## src/rtl/snake_pkg.sv

```systemverilog
// Shared constants and screen-state encoding for the Snake display path.
package snake_pkg;

    localparam int SCREEN_W       = 160;
    localparam int SCREEN_H       = 120;
    localparam int PIXELS_DEFAULT = SCREEN_W * SCREEN_H;

    localparam logic [2:0] BLACK = 3'b000;
    localparam logic [2:0] RED   = 3'b100;

    localparam logic [2:0] S_T_FILL = 3'd0;
    localparam logic [2:0] S_T_WAIT = 3'd1;
    localparam logic [2:0] S_C_FILL = 3'd2;
    localparam logic [2:0] S_PLAY   = 3'd3;
    localparam logic [2:0] S_G_FILL = 3'd4;
    localparam logic [2:0] S_F_WAIT = 3'd5;
    localparam logic [2:0] S_F_FILL = 3'd6;

    typedef enum logic [2:0] {
        T_FILL = S_T_FILL,
        T_WAIT = S_T_WAIT,
        C_FILL = S_C_FILL,
        PLAY   = S_PLAY,
        G_FILL = S_G_FILL,
        F_WAIT = S_F_WAIT,
        F_FILL = S_F_FILL
    } screen_state_t;

    function automatic logic is_fill(input screen_state_t s);
        return (s == T_FILL) || (s == C_FILL) || (s == G_FILL) || (s == F_FILL);
    endfunction

endpackage

```

## src/rtl/fill_counter.sv

```systemverilog
// Pixel counter shared by every full-screen fill: entry pulse, plot window and end-of-fill.
module fill_counter
    import snake_pkg::*;
#(
    parameter int PIXELS = PIXELS_DEFAULT
) (
    input  logic clk,
    input  logic rst,
    input  logic run,
    output logic start,
    output logic done,
    output logic plot
);

    localparam logic [14:0] LAST = 15'(PIXELS);

    logic [14:0] pix_cnt;

    // Count 0..PIXELS; the extra cycle covers the drawer's RAM latency.
    always_ff @(posedge clk) begin
        if (rst || !run || done) begin
            pix_cnt <= '0;
        end else begin
            pix_cnt <= pix_cnt + 15'd1;
        end
    end

    assign start = run && (pix_cnt == '0);
    assign done  = run && (pix_cnt == LAST);
    assign plot  = run && (pix_cnt != '0);

endmodule

```

## src/rtl/screen_sequencer.sv

```systemverilog
// Snake screen FSM: sequences title/clear/game-over/flash fills and muxes the VGA plot port.
module screen_sequencer
    import snake_pkg::*;
#(
    parameter int PIXELS       = PIXELS_DEFAULT,
    parameter int FLASH_FRAMES = 15,
    parameter int FLASH_COUNT  = 6
) (
    input  logic       clk,
    input  logic       rst,
    input  logic       start_key,
    input  logic       game_over,
    input  logic       frame_tick,
    input  logic       game_req,
    input  logic [7:0] game_x,
    input  logic [6:0] game_y,
    input  logic [2:0] game_colour,
    input  logic [7:0] fill_x,
    input  logic [6:0] fill_y,
    input  logic [2:0] fill_colour,
    output logic       fill_rst,
    output logic       show_title,
    output logic       show_black,
    output logic       show_gameover,
    output logic       flash,
    output logic       game_grant,
    output logic       busy,
    output logic       plot,
    output logic [7:0] x,
    output logic [6:0] y,
    output logic [2:0] colour
);

    localparam logic [3:0] FRAME_LAST = 4'(FLASH_FRAMES - 1);
    localparam logic [2:0] FLASH_LAST = 3'(FLASH_COUNT - 1);

    screen_state_t state, state_next;
    logic          held;
    logic [2:0]    flash_cnt, flash_next;
    logic [3:0]    frame_cnt, frame_next;

    logic in_fill, fill_start, fill_done, fill_plot;

    // held keeps every output quiet while rst is applied; T_FILL entry follows its release.
    assign in_fill = !held && is_fill(state);

    fill_counter #(.PIXELS(PIXELS)) u_fill_counter (
        .clk   (clk),
        .rst   (rst),
        .run   (in_fill),
        .start (fill_start),
        .done  (fill_done),
        .plot  (fill_plot)
    );

    always_ff @(posedge clk) begin
        if (rst) begin
            state     <= T_FILL;
            held      <= 1'b1;
            flash_cnt <= '0;
            frame_cnt <= '0;
        end else if (held) begin
            held <= 1'b0;
        end else begin
            state     <= state_next;
            flash_cnt <= flash_next;
            frame_cnt <= frame_next;
        end
    end

    always_comb begin
        state_next    = state;
        flash_next    = flash_cnt;
        frame_next    = frame_cnt;
        fill_rst      = 1'b0;
        show_title    = 1'b0;
        show_black    = 1'b0;
        show_gameover = 1'b0;
        flash         = 1'b0;
        game_grant    = 1'b0;
        busy          = 1'b0;
        plot          = 1'b0;
        x             = '0;
        y             = '0;
        colour        = BLACK;

        case (state)
            T_FILL: if (fill_done) state_next = T_WAIT;
            T_WAIT: if (start_key) state_next = C_FILL;
            C_FILL: if (fill_done) state_next = PLAY;
            PLAY:   if (game_over) state_next = G_FILL;
            G_FILL: begin
                if (fill_done) begin
                    state_next = F_WAIT;
                    frame_next = '0;
                    flash_next = '0;
                end
            end
            F_WAIT: begin
                if (frame_tick) begin
                    if (frame_cnt == FRAME_LAST) begin
                        state_next = F_FILL;
                        frame_next = '0;
                    end else begin
                        frame_next = frame_cnt + 4'd1;
                    end
                end
            end
            F_FILL: begin
                if (fill_done) begin
                    flash_next = flash_cnt + 3'd1;
                    state_next = (flash_cnt == FLASH_LAST) ? T_WAIT : F_WAIT;
                end
            end
            default: state_next = T_FILL;
        endcase

        if (!held) begin
            case (state)
                T_FILL: show_title    = 1'b1;
                C_FILL: show_black    = 1'b1;
                G_FILL: show_gameover = 1'b1;
                F_FILL: begin
                    flash      = !flash_cnt[0];
                    show_title = flash_cnt[0];
                end
                PLAY: begin
                    // A collision in the same cycle suppresses the game's write.
                    game_grant = 1'b1;
                    plot       = game_req && !game_over;
                    x          = game_x;
                    y          = game_y;
                    colour     = game_colour;
                end
                default: ;
            endcase
        end

        if (in_fill) begin
            busy     = 1'b1;
            fill_rst = fill_start;
            plot     = fill_plot;
            x        = fill_x;
            y        = fill_y;
            colour   = fill_colour;
        end
    end

endmodule

```

## config.mk

```make
export PLATFORM = sky130hd
export DESIGN_NAME = screen_sequencer
export DESIGN_NICKNAME = d
export VERILOG_FILES = /design/src/rtl/snake_pkg.sv /design/src/rtl/fill_counter.sv /design/src/rtl/screen_sequencer.sv
export SDC_FILE = /design/constraint.sdc
export NUM_CORES = 1
export LEC_CHECK = 0
export CAP_MARGIN = 30
export CORE_MARGIN = 8
export CORE_UTILIZATION = 46
export CTS_CLUSTER_DIAMETER = 120
export DETAILED_ROUTE_END_ITERATION = 8
export HOLD_SLACK_MARGIN = 0.03
export PLACE_DENSITY = 0.95
export SYNTH_ARGS = -nofsm -noshare
export SYNTH_HDL_FRONTEND = slang
export SYNTH_SLANG_ARGS = --single-unit
```

## constraint.sdc

```tcl
create_clock -name clk -period 2.85 [get_ports clk]
set_input_delay 0.285 -clock clk [delete_from_list [all_inputs] [get_ports clk]]
set_output_delay 0.285 -clock clk [all_outputs]
set_load 0.02 [all_outputs]
```

==> results of run 1 <==
-- cells in the mapped netlist, types with 2 or more instances --
library cell	n	area (µm²)
nor2_1	25	93.8
nor2b_1	2	12.5
o21ai_0	4	20.0
nand2_1	5	18.8
a211oi_1	3	22.5
nor4_1	10	62.6
o21ai_1	3	15.0
nor3_1	4	20.0
xnor2_1	11	96.3
nand2b_1	4	25.0
a31oi_1	2	12.5
o41ai_1	2	17.5
a311oi_1	2	17.5
xor2_1	2	17.5
a21oi_1	6	30.0
nand4_1	5	31.3
nand3_1	11	55.1
clkbuf_1	4	15.0
inv_1	15	56.3
dfxtp_1	26	521
o211ai_1	2	15.0
or3_1	2	12.5
a22o_1	18	158
ha_1	6	75.1
buf_2	5	25.0
-- report_power, final --
part	switching (mW)	leakage, nW	total (mW)	internal [mW]
logic	0.0625	0.574	0.158	0.0957
clock network	0.109	0.0210	0.188	0.0783
registers	0.00476	0.210	0.370	0.366
total	0.177	0.805	0.716	0.540
-- worst max-delay path: stages, from the launching register on --
cell             delay [ps]
dfxtp_1                 590
inv_1                   200
nor3_4                  200
buf_4                   250
a22o_1                  180
clkdlybuf4s50_1         610
-- worst paths after layout --
check | cells past startpoint | slack, ps | end | from
hold reg to reg | 2 | 520 | flash_cnt[2] | flash_cnt[2]
hold / removal | 2 | 520 | flash_cnt[2] | flash_cnt[2]
setup reg to reg | 4 | 1070 | state[1] | state[0]
setup / recovery | 5 | 200 | colour[1] | state[0]
-- routing by layer --
layer / GRT usage [%] / vias to the layer above / share of wire [%]
met2: 32.0 / 56 / 56
met4: 4.04 / 0 / 1.3
met5: 0 / - / 0
li1: - / 861 / -
met3: 3.18 / 8 / 3.5
met1: 18.3 / 800 / 39
-- registers in the layout, summed over array words and instances (netlist names) --
name / flops
u_fill_counter.pix_cnt: 15
frame_cnt: 4
flash_cnt: 3
state: 3
held: 1
-- cell type report --
cell class	count	share of cell area (%)
inverters	15	2.35
well taps	48	2.51
flip-flops and latches	26	21.7
repair buffers	69	28.6
clock buffers	4	1.51
multi-input cells	148	43.3
-- cell families (layout without fill, tap and decap cells) --
logic type | count (synthesis) | count (layout)
simple gates | 80 | 80
buf+inv | 26 | 88
xor+xnor | 13 | 13
mux | 1 | 1
flops | 26 | 26
compound gates | 48 | 48
fa+ha+maj | 6 | 6
==> results.txt, run 1 <==
postcts setup bufs: 0
Worst slew margin: 68.4%
final setup fails: 0
register cell area after layout: 520 µm²
Max Root-Sink Buffers: 2
Congestion Overflow GR: 0
clk root buf: clkbuf_4
DP Wirelength: 3.97 mm
initial antenna violation count: 0
commonest cells after routing, fill and taps aside: clkdlybuf4s50_1 (67), dfxtp_1 (26), nor2_1 (25)
Starting Density: 46.8%
die height: 76.3 µm
Die Wd: 76.3 µm
Max Fanout on Critical Path: 19
largest net degree at the start of global routing: 21
post_cts resized: 0
pwr/cell area: 299 nW/µm²
adder-cell area share of the yosys netlist: 4.48%
Top-Level Pins: 68
post-route setup TNS: 0 ps
H-tree level count: 1
most frequently used flop master after synthesis: dfxtp_1
number of remaining DRC errors: 0
WL/cell: 16.5 µm
cell count after placement: 306
largest family of logic cells by synthesized area: simple AND/OR/NAND/NOR gates
total track usage: 16.8%
Tightest Pin Transition: 472 ps
Crit. End Element: primary output
crit path DAT: 2360 ps
Fin. Hold Viols: 0
# rows: 22
Syn-to-layout area delta: 43.2%
syn nets: 248
Core Util, Final: 67.0%
Highest Clock Rate: 377 MHz
commonest non-fill, non-tap cell in the layout: clkdlybuf4s50_1
mux cell area share after synthesis: 0.673%
placed cell area: 2360 µm²
Finished Layout Cells: 310
Seq/Total Area, Yosys: 31.1%
Starting DRT DRC Count: 209
n_diodes: 0
Vias/cell: 5.56
fin nets: 311
footprint of the multi-input gates: 1040 µm²
FF+latch count, synth: 26
status: complete, no violations
clock latency on the worst-skew pair: 330 ps
Critical Path RT: 2570 ps
setup ws final: 201 ps
ANT nets after route: 0
Worst VDD drop: 0.269 mV
Synth cell types: 46
# fillers: 295
minimum clock period: 2650 ps
CTS buffer count: 3
Worst Skew: 1.42 ps
fin crit share: 93.0%
Syn. warnings: 0
via total after detailed routing: 1725
Placement Setup Slack: 616 ps
Overall Power: 0.716 mW
Sink Count: 26
unrepaired setup endpoints after global routing: false
Post-synth EDFFs: 0
Setup crit start kind: flop
first-pass GRT wire length: 8.21 mm
hold_ws: 525 ps
syn_area_per_cell: 8.37 µm²
Synth Area in XOR/XNOR: 6.80%
hold-fix buffers at CTS: 0
Cells after Synth: 200
core area: 3580 µm²
CTS tree: yes
Max Cap Viol: 0
gp weighted congestion: 0.906
Worst-path clk slew: 130 ps
Slew Viols, Final: 0
share of layout cells above drive strength 1: 5.34%
vias in the first global route: 1664
Final Instance Area: 2400 µm²
Synth Area in Simple Gates: 28.8%
critical path class: flop to primary output
final WL: 5.13 mm
Leakage: 0.805 nW
ys async rst share: 0%
worst hold path class: flop to flop
Port Buf Inserts: 67
compound-cell area share of the yosys netlist: 21.3%
die area: 5830 µm²
drt first pass iters: 4
synthesized cell area: 1670 µm²
No activity file was read; power rests on OpenSTA's default activity.
==> run 2: changes to the inputs <==
--- a/config.mk
+++ b/config.mk
@@ -10,8 +10,9 @@
 export CORE_UTILIZATION = 46
 export CTS_CLUSTER_DIAMETER = 120
 export DETAILED_ROUTE_END_ITERATION = 8
-export HOLD_SLACK_MARGIN = 0.03
+export HOLD_SLACK_MARGIN = 0.08
 export PLACE_DENSITY = 0.95
+export RECOVER_POWER = 100
 export SYNTH_ARGS = -nofsm -noshare
 export SYNTH_HDL_FRONTEND = slang
 export SYNTH_SLANG_ARGS = --single-unit
==> results.txt, run 2 (synthesis gave the netlist of run 1 again) <==
status: complete, no violations (unchanged)
ANT nets after route: 0 (unchanged)
final setup fails: 0 (unchanged)
Critical Path RT: 2570 ps (about the same)
cell count after placement: 306 (unchanged)
Top Registers: u_fill_counter.pix_cnt: 15 flops, frame_cnt: 4 flops (unchanged)
clk root buf: clkbuf_4 (unchanged)
crit path DAT: 2400 ps (was 2360 ps)
Worst VDD drop: 0.269 mV (about the same)
die area: 5830 µm² (unchanged)
Final Instance Area: 2390 µm² (was 2400 µm²)
largest register by flop count: u_fill_counter.pix_cnt (unchanged)
minimum clock period: 2690 ps (was 2650 ps)
hold_ws: 530 ps (was 525 ps)
via total after detailed routing: 1732 (was 1725)
highest-delay cell along the critical path: dlygate4sd3_1 (was clkdlybuf4s50_1)
hold-fix buffers at CTS: 0 (unchanged)
WL/cell: 16.5 µm (about the same)
Starting DRT DRC Count: 180 (was 209)
CP Cell Sequence: inv_1, nor3_4, buf_4, a22o_1, dlygate4sd3_1 (was inv_1, nor3_4, buf_4, a22o_1, clkdlybuf4s50_1)
Congestion Overflow GR: 0 (unchanged)
Sink Count: 26 (unchanged)
fin nets: 311 (unchanged)
critical path class: flop to primary output (unchanged)
Worst slew margin: 59.9% (was 68.4%)
first-pass GRT wire length: 8.21 mm (unchanged)
Highest Clock Rate: 372 MHz (was 377 MHz)
Placement Setup Slack: 616 ps (unchanged)
die height: 76.3 µm (unchanged)
Max Root-Sink Buffers: 2 (unchanged)
Fin. Hold Viols: 0 (unchanged)
CTS tree: yes (unchanged)
# rows: 22 (unchanged)
Worst Skew: 1.60 ps (was 1.42 ps)
share of layout cells above drive strength 1: 4.58% (was 5.34%)
max reg flops: 15 (unchanged)
family with the most delay on the worst path: buffers and inverters (unchanged)
Finished Layout Cells: 310 (unchanged)
Tightest Pin Transition: 600 ps (was 472 ps)
unrepaired setup endpoints after global routing: false (unchanged)
Slew Viols, Final: 0 (unchanged)
Worst-path clk slew: 130 ps (about the same)
CTS buffer count: 3 (unchanged)
Max Cap Viol: 0 (unchanged)
post_cts resized: 0 (unchanged)
Crit. End Element: primary output (unchanged)
Port Buf Inserts: 67 (unchanged)
footprint of the multi-input gates: 1030 µm² (was 1040 µm²)
Starting Density: 46.8% (unchanged)
clock latency on the worst-skew pair: 330 ps (about the same)
fin crit share: 94.2% (was 93.0%)
DP Wirelength: 3.97 mm (unchanged)
initial antenna violation count: 0 (unchanged)
drt first pass iters: 4 (unchanged)
setup ws final: 164 ps (was 201 ps)
worst hold path class: flop to flop (unchanged)
H-tree level count: 1 (unchanged)
placed cell area: 2360 µm² (unchanged)
Max Fanout on Critical Path: 19 (unchanged)
Core Util, Final: 66.7% (was 67.0%)
worst path bufs/invs: 3 (unchanged)
slowest cell delay on critical path: 680 ps (was 610 ps)
core area: 3580 µm² (unchanged)
n_diodes: 0 (unchanged)
Syn-to-layout area delta: 42.6% (was 43.2%)
post-route setup TNS: 0 ps (unchanged)
register cell area after layout: 520 µm² (unchanged)
final WL: 5.12 mm (was 5.13 mm)
commonest cells after routing, fill and taps aside: clkdlybuf4s50_1 (44), dfxtp_1 (26), nor2_1 (25) (was clkdlybuf4s50_1 (67), dfxtp_1 (26), nor2_1 (25))
Vias/cell: 5.59 (was 5.56)
Overall Power: 0.710 mW (was 0.716 mW)
commonest non-fill, non-tap cell in the layout: clkdlybuf4s50_1 (unchanged)
Die Wd: 76.3 µm (unchanged)
postcts setup bufs: 0 (unchanged)
pwr/cell area: 297 nW/µm² (was 299 nW/µm²)
# fillers: 298 (was 295)
number of remaining DRC errors: 0 (unchanged)
Top-Level Pins: 68 (unchanged)
Setup crit start kind: flop (unchanged)
Leakage: 0.849 nW (was 0.805 nW)
total track usage: 16.8% (unchanged)
gp weighted congestion: 0.906 (unchanged)
vias in the first global route: 1664 (unchanged)
largest net degree at the start of global routing: 21 (unchanged)
-- run 2: cell count changes in the layout (fill, tap and decap cells not counted), sizes merged --
cell	delta
clkdlybuf4s50	-23
dlygate4sd3	+23
buf	-1
clkbuf	+1
-- run 2: routing by layer --
layer  global-route usage (%)  up-vias  share of wire, %  wire length, µm
met4                     4.04        0               1.2               59
met5                        0        -                 0                0
met1                     18.3      816                39             2000
li1                         -      858                 -                -
met3                     3.18        6               3.9              202
met2                     32.0       52                56             2860
-- run 2: area by class of cell --
| cell class | instances | share of cell area, % |
|---|---|---|
| multi-input combinational | 148 | 43.2 |
| timing repair buffer | 69 | 28.6 |
| sequential | 26 | 21.8 |
| tap | 48 | 2.52 |
| inverter | 15 | 2.36 |
| clock buffer | 4 | 1.52 |
-- run 2: path summary, 6_finish.rpt --
path	slack, ps	start	depth (start not counted)	endpoint
worst min-delay path	530	frame_cnt[2]	1	frame_cnt[2]
worst max register to register	970	u_fill_counter.pix_cnt[0]	6	u_fill_counter.pix_cnt[14]
worst min register to register	530	frame_cnt[2]	1	frame_cnt[2]
worst max-delay path	160	state[0]	5	colour[2]
-- run 2: report_power, final --
| group | total (mW) | internal, mW | switching [mW] |
|---|---|---|---|
| combinational | 0.151 | 0.0896 | 0.0616 |
| clock | 0.188 | 0.0783 | 0.110 |
| sequential | 0.370 | 0.366 | 0.00472 |
| total | 0.710 | 0.534 | 0.176 |
==> run 3: changes to the inputs <==
--- a/config.mk
+++ b/config.mk
@@ -10,6 +10,7 @@
 export CORE_UTILIZATION = 46
 export CTS_CLUSTER_DIAMETER = 120
 export DETAILED_ROUTE_END_ITERATION = 8
+export GPL_TIMING_DRIVEN = 0
 export HOLD_SLACK_MARGIN = 0.08
 export PLACE_DENSITY = 0.95
 export RECOVER_POWER = 100
==> results.txt, run 3 (synthesis gave the netlist of run 1 again) <==
status: complete, no violations (unchanged)
clk root buf: clkbuf_4 (unchanged)
routed wl met2: 2.73 mm (was 2.86 mm)
gp weighted congestion: 0.888 (was 0.906)
DP Wirelength: 3.91 mm (was 3.97 mm)
ANT nets after route: 0 (unchanged)
total track usage: 16.9% (was 16.8%)
final setup fails: 0 (unchanged)
crit path DAT: 2360 ps (was 2400 ps)
H-tree level count: 1 (unchanged)
minimum clock period: 2650 ps (was 2690 ps)
Worst-path clk slew: 140 ps (was 130 ps)
via total after detailed routing: 1814 (was 1732)
Sink Count: 26 (unchanged)
die area: 5830 µm² (unchanged)
Core Util, Final: 67.7% (was 66.7%)
commonest cells after routing, fill and taps aside: clkdlybuf4s50_1 (49), dfxtp_1 (26), nor2_1 (25) (was clkdlybuf4s50_1 (44), dfxtp_1 (26), nor2_1 (25))
CTS buffer count: 3 (unchanged)
clock latency on the worst-skew pair: 330 ps (about the same)
unrepaired setup endpoints after global routing: false (unchanged)
post-route setup TNS: 0 ps (unchanged)
# rows: 22 (unchanged)
Fin. Hold Viols: 0 (unchanged)
cell count after placement: 315 (was 306)
first-pass GRT wire length: 8.21 mm (unchanged)
largest register by flop count: u_fill_counter.pix_cnt (unchanged)
Max Fanout on Critical Path: 9 (was 19)
initial antenna violation count: 0 (unchanged)
fin nets: 321 (was 311)
met3 WL: 210 µm (was 202 µm)
Tightest Pin Transition: 438 ps (was 600 ps)
Starting Density: 46.8% (unchanged)
Metal-1 WL: 2.09 mm (was 2.00 mm)
number of remaining DRC errors: 0 (unchanged)
Die Wd: 76.3 µm (unchanged)
drt first pass iters: 4 (unchanged)
Worst Skew: 6.71 ps (was 1.60 ps)
commonest non-fill, non-tap cell in the layout: clkdlybuf4s50_1 (unchanged)
Syn-to-layout area delta: 44.8% (was 42.6%)
WL/cell: 16.0 µm (was 16.5 µm)
final WL: 5.11 mm (was 5.12 mm)
Finished Layout Cells: 320 (was 310)
critical path class: flop to primary output (unchanged)
Setup crit start kind: flop (unchanged)
hold_ws: 521 ps (was 530 ps)
Leakage: 0.874 nW (was 0.849 nW)
Top-Level Pins: 68 (unchanged)
n_diodes: 0 (unchanged)
vias in the first global route: 1735 (was 1664)
Worst VDD drop: 0.225 mV (was 0.269 mV)
# fillers: 305 (was 298)
share of layout cells above drive strength 1: 6.25% (was 4.58%)
DR top layer: met4 (unchanged)
Max Root-Sink Buffers: 2 (unchanged)
Starting DRT DRC Count: 176 (was 180)
Critical Path RT: 2570 ps (about the same)
Slew Viols, Final: 0 (unchanged)
Crit. End Element: primary output (unchanged)
hold-fix buffers at CTS: 0 (unchanged)
Top Registers: u_fill_counter.pix_cnt: 15 flops, frame_cnt: 4 flops (unchanged)
Worst slew margin: 70.8% (was 59.9%)
pwr/cell area: 294 nW/µm² (was 297 nW/µm²)
Congestion Overflow GR: 0 (unchanged)
core area: 3580 µm² (unchanged)
Port Buf Inserts: 67 (unchanged)
CTS tree: yes (unchanged)
Max Cap Viol: 0 (unchanged)
die height: 76.3 µm (unchanged)
max reg flops: 15 (unchanged)
Vias/cell: 5.67 (was 5.59)
worst hold path class: flop to flop (unchanged)
fin crit share: 92.9% (was 94.2%)
Highest Clock Rate: 378 MHz (was 372 MHz)
largest net degree at the start of global routing: 15 (was 21)
[run 3: changes by cell type in the layout (fill, tap and decap cells not counted), sizes merged]
cell and change:
clkbuf +4, dlygate4sd3 -5, buf +6, clkdlybuf4s50 +5
[run 3: worst max-delay path, stage by stage (launching register included)]
cell and delay (ps):
dfxtp_1 320, clkbuf_1 180, nand2b_1 280, nor3_4 240, buf_4 190, a22o_1 150
dlygate4sd3_1 680
[run 3: stage by stage]
step	total power [mW]	cell area, µm²	worst slack [ps]
floorplan	0.437	1670	1080
global placement	0.537	2400	432
detailed placement	0.538	2400	401
CTS	0.722	2440	14.0
global route	0.741	2420	27.5
finish	0.713	2420	202
[run 3: where the power goes]
part,switching (mW),internal (mW)
logic,0.0641,0.0923
registers,0.00241,0.366
clock network,0.110,0.0784
total,0.177,0.536
[run 3: cell type report]
type	instances	area, µm²	area share (%)
inverter	15	56.3	2.32
timing repair buffer	68	678	28.0
multi-input combinational	148	1020	41.9
clock buffer	4	36.3	1.50
buffer	11	56.3	2.32
sequential	26	520	21.5
tap	48	60.1	2.48
[run 3: timing repair]
item	CTS	global route
hold endpoints to repair	0	0
resized for setup	0	2
setup buffers	0	1
endpoints found under the setup margin	0	13
[run 3: per-layer routing]
| metal | GRT usage (%) | vias to the layer above |
|---|---|---|
| met5 | 0 | - |
| met4 | 5.58 | 0 |
| met3 | 2.71 | 8 |
| met2 | 30.9 | 59 |
| met1 | 19.3 | 864 |
| li1 | - | 883 |
[run 3: worst paths after layout]
path | from | to | slack (ps) | cells past startpoint
max reg2reg | u_fill_counter.pix_cnt[0] | u_fill_counter.pix_cnt[13] | 860 | 7
min reg2reg | u_fill_counter.pix_cnt[0] | u_fill_counter.pix_cnt[0] | 520 | 1
max | state[2] | colour[1] | 200 | 6
min | u_fill_counter.pix_cnt[0] | u_fill_counter.pix_cnt[0] | 520 | 1
